===== config.mk =====
export PLATFORM = sky130hd
export DESIGN_NAME = instr_issue
export DESIGN_NICKNAME = d
export VERILOG_FILES = /design/src/rtl/isa_pkg.sv /design/src/rtl/instr_issue_q2.sv /design/src/rtl/instr_issue.sv
export SDC_FILE = /design/constraint.sdc
export NUM_CORES = 1
export LEC_CHECK = 0
export CAP_MARGIN = 20
export CORE_UTILIZATION = 40
export CTS_CLUSTER_DIAMETER = 200
export CTS_CLUSTER_SIZE = 40
export DETAILED_ROUTE_END_ITERATION = 16
export HOLD_SLACK_MARGIN = 0.06
export PLACE_DENSITY_LB_ADDON = 0.1
export SETUP_SLACK_MARGIN = 0.02
export SYNTH_ARGS = -nofsm -noshare
export SYNTH_HDL_FRONTEND = slang
export SYNTH_SLANG_ARGS = --single-unit

===== constraint.sdc =====
create_clock -name clk -period 2.4 [get_ports clk]
set_clock_uncertainty 0.15 [all_clocks]
set_input_delay 0.48 -clock clk [delete_from_list [all_inputs] [get_ports clk]]
set_output_delay 0.48 -clock clk [all_outputs]
set_load 0.02 [all_outputs]

===== src/rtl/isa_pkg.sv =====
// isa_pkg: opcode constants, instruction field positions and issue FSM states
package isa_pkg;
   localparam logic [4:0] OP_HALT  = 5'b00000;
   localparam logic [2:0] OP_J_PFX = 3'b001;
   localparam logic [4:0] OP_BEQZ  = 5'b01100;
   localparam logic [4:0] OP_BNEZ  = 5'b01101;
   localparam logic [4:0] OP_BLTZ  = 5'b01110;
   localparam logic [4:0] OP_BGEZ  = 5'b01111;
   localparam int OPC_MSB = 15;
   localparam int OPC_LSB = 11;
   localparam int EXT_MSB = 1;
   typedef enum logic [1:0] {FETCH, WAIT, DRAIN, HALTED} issue_state_t;
endpackage


===== src/rtl/instr_issue_q2.sv =====
// instr_q2: two-entry {word, pc} FIFO; a push while full is taken only alongside a pop
module instr_q2 #(
   parameter int PC_W = 16
) (
   input  logic            clk,
   input  logic            rst,
   input  logic            push,
   input  logic [15:0]     push_word,
   input  logic [PC_W-1:0] push_pc,
   input  logic            pop,
   input  logic            flush,
   output logic [15:0]     head_word,
   output logic [PC_W-1:0] head_pc,
   output logic            full,
   output logic            empty
);
   logic [15:0]     word_q [2];
   logic [15:0]     word_d [2];
   logic [PC_W-1:0] pc_q [2];
   logic [PC_W-1:0] pc_d [2];
   logic            rd_q, rd_d, wr_q, wr_d, do_push, do_pop;
   logic [1:0]      cnt_q, cnt_d;
   assign full      = cnt_q == 2'd2;
   assign empty     = cnt_q == 2'd0;
   assign do_pop    = pop && !empty;
   assign do_push   = push && (!full || do_pop);
   assign head_word = word_q[rd_q];
   assign head_pc   = pc_q[rd_q];
   always_comb begin
      word_d = word_q;
      pc_d   = pc_q;
      if (do_push) begin
         word_d[wr_q] = push_word;
         pc_d[wr_q]   = push_pc;
      end
      rd_d  = flush ? 1'b0 : rd_q ^ do_pop;
      wr_d  = flush ? 1'b0 : wr_q ^ do_push;
      cnt_d = flush ? 2'd0 : cnt_q + 2'(do_push) - 2'(do_pop);
   end
   always_ff @(posedge clk) begin
      if (rst) begin
         word_q <= '{default: '0};
         pc_q   <= '{default: '0};
         rd_q   <= 1'b0;
         wr_q   <= 1'b0;
         cnt_q  <= 2'd0;
      end else begin
         word_q <= word_d;
         pc_q   <= pc_d;
         rd_q   <= rd_d;
         wr_q   <= wr_d;
         cnt_q  <= cnt_d;
      end
   end
endmodule


===== src/rtl/instr_issue.sv =====
// instr_issue: fetch/issue front end; owns the PC, fetches over req/ack and queues two
// words for decode. A redirect during an outstanding fetch lets it finish and drops its data.
module instr_issue
   import isa_pkg::*;
#(
   parameter int              PC_W     = 16,
   parameter logic [PC_W-1:0] RESET_PC = '0,
   parameter int              QDEPTH   = 2
) (
   input  logic            clk,
   input  logic            rst,
   output logic            imem_req,
   output logic [PC_W-1:0] imem_addr,
   input  logic            imem_ack,
   input  logic [15:0]     imem_rdata,
   output logic            dec_valid,
   input  logic            dec_ready,
   output logic [15:0]     dec_instr,
   output logic [4:0]      dec_opcode,
   output logic [1:0]      dec_op_ext,
   output logic [PC_W-1:0] dec_pc,
   input  logic            redirect,
   input  logic [PC_W-1:0] redirect_pc,
   output logic            halted
);
   if (QDEPTH != 2) begin : g_bad_depth
      $error("instr_issue: QDEPTH must be 2");
   end
   issue_state_t    state_q, state_d;
   logic [PC_W-1:0] pc_q, pc_d, addr_q, addr_d, rpc;
   logic            drop_q, drop_d, full, empty, pop, push, ack_ok;
   assign rpc        = redirect_pc & ~PC_W'(1);
   assign pop        = dec_valid && dec_ready;
   assign ack_ok     = imem_ack && state_q == WAIT;
   assign push       = ack_ok && !drop_q && !redirect;
   assign imem_req   = !rst && (state_q == WAIT || (state_q == FETCH && !full && !redirect));
   assign imem_addr  = state_q == WAIT ? addr_q : pc_q;
   assign dec_valid  = !empty;
   assign dec_opcode = dec_instr[OPC_MSB:OPC_LSB];
   assign dec_op_ext = dec_instr[EXT_MSB:0];
   assign halted     = state_q == HALTED;
   instr_q2 #(.PC_W(PC_W)) u_q (
      .clk       (clk),
      .rst       (rst),
      .push      (push),
      .push_word (imem_rdata),
      .push_pc   (addr_q),
      .pop       (pop),
      .flush     (redirect),
      .head_word (dec_instr),
      .head_pc   (dec_pc),
      .full      (full),
      .empty     (empty)
   );
   always_comb begin
      state_d = state_q;
      pc_d    = pc_q;
      addr_d  = addr_q;
      drop_d  = drop_q;
      if (redirect) begin
         pc_d    = rpc;
         drop_d  = state_q == WAIT && !imem_ack;
         state_d = drop_d ? WAIT : FETCH;
      end else if (state_q == FETCH && !full) begin
         state_d = WAIT;
         addr_d  = pc_q;
      end else if (ack_ok) begin
         drop_d  = 1'b0;
         pc_d    = drop_q ? pc_q : addr_q + PC_W'(2);
         state_d = !drop_q && imem_rdata[OPC_MSB:OPC_LSB] == OP_HALT ? DRAIN : FETCH;
      end else if (state_q == DRAIN && pop && dec_opcode == OP_HALT) begin
         state_d = HALTED;
      end
   end
   always_ff @(posedge clk) begin
      if (rst) begin
         state_q <= FETCH;
         pc_q    <= RESET_PC;
         addr_q  <= RESET_PC;
         drop_q  <= 1'b0;
      end else begin
         state_q <= state_d;
         pc_q    <= pc_d;
         addr_q  <= addr_d;
         drop_q  <= drop_d;
      end
   end
   a_ack_has_req: assert property (@(posedge clk) disable iff (rst) imem_ack |-> state_q == WAIT);
endmodule


==> results summary <==
The run finished, with violations left. The checks that failed: design-rule violations. The number of synthesized flops with an enable pin came out at 0.

The flip-flop and latch count after synthesis came out at 103. The initial antenna violation count is 0. The clock transition time at the flip-flop clock pins of the worst setup and hold paths is 0.07 ns. The leading cell type in the layout, fill and taps excluded is sky130_fd_sc_hd__dfxtp_1. The slew at the pin closest to its max-slew limit came out at 0.417 ns. In the layout the commonest cells are sky130_fd_sc_hd__dfxtp_1 (103), sky130_fd_sc_hd__nor2_1 (95), sky130_fd_sc_hd__mux2i_1 (80), sky130_fd_sc_hd__dlygate4sd2_1 (56), sky130_fd_sc_hd__mux2_2 (45).

Measured against its own limit, the worst slew margin works out to 0.720. By area the synthesized netlist is led by sky130_fd_sc_hd__dfxtp_1 (43%), sky130_fd_sc_hd__mux2i_1 (17%), sky130_fd_sc_hd__mux2_2 (11%), sky130_fd_sc_hd__nor2_1 (7.4%), sky130_fd_sc_hd__xnor2_1 (2.4%). The mapped netlist covers 4820 um2. The data arrival time at the worst-slack endpoint came out at 1.69 ns. The worst path in the final design needs a cycle of 2.32 ns, including I/O delays and setup.

The clock tree synthesis step divided the H-tree into 3 levels. Wires add up to 11400 um. The area of the core region came out at 11600 um2.

The clock tree root driver cell is sky130_fd_sc_hd__clkbuf_16. After the first detailed-routing iteration, the DRC count stood at 187. The largest total area in the synthesized netlist belongs to sky130_fd_sc_hd__dfxtp_1. The number of nets with antenna violations after detailed routing came out at 0. The placed instance area came out at 6000 um2. Pin placement for this block handled 95 I/O pins. The type of the worst setup path is flip-flop to output pin. Of the cells placed in the final design, the portion with a size suffix greater than 1 is 0.171. The power density over the cells came out at 578 nW/um2. The average size of a mapped cell came out at 9.57 um2.

The filler cells instantiated in the layout total 1062. The die outline width came out at 112 um. The final count of negative-setup-slack endpoints is 0. The top cell family by delay on the critical path is buffers and inverters.

The first global-routing pass estimated 18900 um of wire. STA classifies the critical path endpoint as an output pin. The class of the tightest hold or removal check is flip-flop to flip-flop. Of the post-synthesis cell area, the dominant cell type holds 0.427. The cell type of the slowest stage on the worst timing path is sky130_fd_sc_hd__mux2_2.

Among all flip-flop cells after synthesis, the most frequent one is sky130_fd_sc_hd__dfxtp_1. For this run, design rule violations remaining after detail routing come to 3. The number of antenna diodes in the final layout is 0. The worst-case reg-to-reg path depth came out at 9. The first detailed-routing pass ran for 10 iterations.

The number of standard cells after synthesis is 504. Derived from the worst setup path, the maximum achievable clock frequency is 432 MHz. Hold repair after CTS inserted 0 buffers.

Setup repair after global routing left no endpoint under its margin. The number of nets handed over by synthesis was 546. The floorplan has 39 rows. The die covers 12500 um2.

The pin count of the biggest net entering global routing is 100. The clock insertion delay at the later pin of the skew report is 0.34 ns. The total of buffers placed on input and output ports is 93.

Walking the worst path, the cells encountered are nand2b_1 -> buf_12 -> mux2_2 -> dlygate4sd2_1. The clock buffer count from CTS is 9. The count of buffering cells on the critical path with inverters included is 2. The cell area after layout is 6260 um2. The ratio of routed vias to standard cells is 5.08. Dividing the final minimum period by the clock period gives 0.965.

For this configuration, the core starts out at a cell density of 0.417. The final net count came out at 629. TritonCTS built the clock tree.

For this run, the total global-route usage over all layers was measured as 0.191. The worst setup slack after placement came out at -0.444 ns. The total overflow left after global routing is 0.

The number of global-route vias before repair came out at 3779. The number of stages on the worst hold path came out at 2. The final weighted congestion in routability-driven placement is 0.766.

The count of endpoints failing hold in the final timing report is 0. The via total after detailed routing came out at 3732. VDD sags by at most 0.386 mV. The final-report max-slew violation count came out at 0.

Summed over all cells, the static leakage comes to 2.57 nW. For the worst setup path, the data required time is 1.77 ns. The number of max-cap violations is 0.

The highest net fanout along the worst path is 21. The wire length per cell came out at 15.5 um. The HPWL after detailed placement is 7690 um. The worst setup path is launched from a flip-flop. The tree built by TritonCTS fans out to 103 sinks. The post-synthesis sequential area ratio is 0.427. The total of warnings raised by yosys is 0. The maximum buffer depth of the clock tree is 2. Relative to the synthesized area, the layout overhead comes to 29.7%. The number of distinct library cells after synthesis is 40.

The fraction of registers with async set or reset after synthesis came out at 0. Setup slack on the critical path of the routed design comes to 0.0850 ns. The overall die height is 112 um. The number of cells on the critical path came out at 4. The total power after layout is 0.00362 W.

For this run, the slowest stage of the critical path takes 0.36 ns. The final total negative setup slack is 0 ns.
-- per-stage QoR --
step / std cells / utilization / hold WS (ns)
6_report: 735 / 0.541 / 0.321
3_5_place_dp: 719 / 0.519 / 0.310
5_1_grt: 735 / 0.541 / 0.362
2_1_floorplan: 504 / - / 0.296
3_3_place_gp: 719 / 0.519 / 0.307
4_1_cts: 735 / 0.540 / 0.324
-- synth_stat cells (3+ instances only) --
library cell and number:
sky130_fd_sc_hd__dfxtp_1 103, sky130_fd_sc_hd__nor2_1 95, sky130_fd_sc_hd__mux2i_1 81, sky130_fd_sc_hd__mux2_2 45, sky130_fd_sc_hd__clkbuf_1 22, sky130_fd_sc_hd__nand2_1 19, sky130_fd_sc_hd__xnor2_1 13, sky130_fd_sc_hd__buf_2 12
sky130_fd_sc_hd__o21ai_0 12, sky130_fd_sc_hd__nor2b_1 11, sky130_fd_sc_hd__o22ai_1 10, sky130_fd_sc_hd__buf_4 9, sky130_fd_sc_hd__inv_1 9, sky130_fd_sc_hd__a22oi_1 8, sky130_fd_sc_hd__a21oi_1 7, sky130_fd_sc_hd__nor3_1 6
sky130_fd_sc_hd__ha_1 5, sky130_fd_sc_hd__nor4_1 4, sky130_fd_sc_hd__nand3_1 3, sky130_fd_sc_hd__or3_1 3
-- worst paths after layout --
path              startpoint           end  slack [ns]
hold / removal       pc_q[0]       pc_q[0]        0.32
setup / recovery  state_q[1]  imem_addr[8]        0.08
setup reg to reg  state_q[1]  u_q.cnt_q[1]        0.22
hold reg to reg      pc_q[0]       pc_q[0]        0.32
-- report_power, final --
part / internal [W] / leakage, nW / switching [W] / total (W)
Clock: 0.000838 / 0.149 / 0.000623 / 0.00146
Sequential: 0.00174 / 0.834 / 0.0000277 / 0.00177
Combinational: 0.000189 / 1.59 / 0.000198 / 0.000387
Total: 0.00277 / 2.57 / 0.000849 / 0.00362
-- state kept, by name, indices dropped and copies added, names as in the netlist --
name        flops
u_q.pc_q       32
u_q.word_q     32
addr_q         16
pc_q           16
state_q         2
u_q.cnt_q       2
drop_q          1
u_q.rd_q        1
u_q.wr_q        1
-- layer usage --
metal	GRT usage	up-vias	routed length, um
met4	0.0622	0	129
met2	0.325	73	5470
met1	0.249	1768	5410
met5	0	-	0
met3	0.0283	10	371
li1	-	1881	-
-- timing repair --
| action | 4_1_cts | 5_1_grt |
|---|---|---|
| endpoints found under the setup margin | 56 | 28 |
| gates resized for setup | 60 | 3 |
| buffers inserted | 0 | 0 |
| pin swaps | 0 | 2 |
-- worst reg2reg max path, cell delays in order, from the launching register on --
cell and delay [ns]:
sky130_fd_sc_hd__dfxtp_1 0.30, sky130_fd_sc_hd__buf_4 0.16, sky130_fd_sc_hd__nand4bb_1 0.21, sky130_fd_sc_hd__or3_4 0.39, sky130_fd_sc_hd__ha_1 0.28, sky130_fd_sc_hd__inv_1 0.04, sky130_fd_sc_hd__ha_1 0.17, sky130_fd_sc_hd__xor2_1 0.18
sky130_fd_sc_hd__xnor2_1 0.14, sky130_fd_sc_hd__nor2_1 0.05
-- cell families (layout without fill, tap and decap cells) --
logic type               count (synthesis)  in the layout  synth area share
buffers and inverters                   57            145            0.0565
adder cells (fa/ha/maj)                  5              5            0.0130
AND/OR/NAND/NOR                        155            155             0.147
flip-flops                             103            103             0.427
XOR/XNOR                                14             14            0.0254
AO/OA/AOI/OAI                           44             44            0.0576
multiplexers                           126            126             0.273
-- cell type report --
type                       count  area, um2  area share
clock buffer                  11        243      0.0388
clock inverter                 5       57.6     0.00920
inverter                       9       33.8     0.00540
multi-input combinational    344       2520       0.403
sequential                   103       2060       0.330
tap                          143        179      0.0286
timing repair buffer         120       1160       0.186
(Power assumes the default switching activity.)
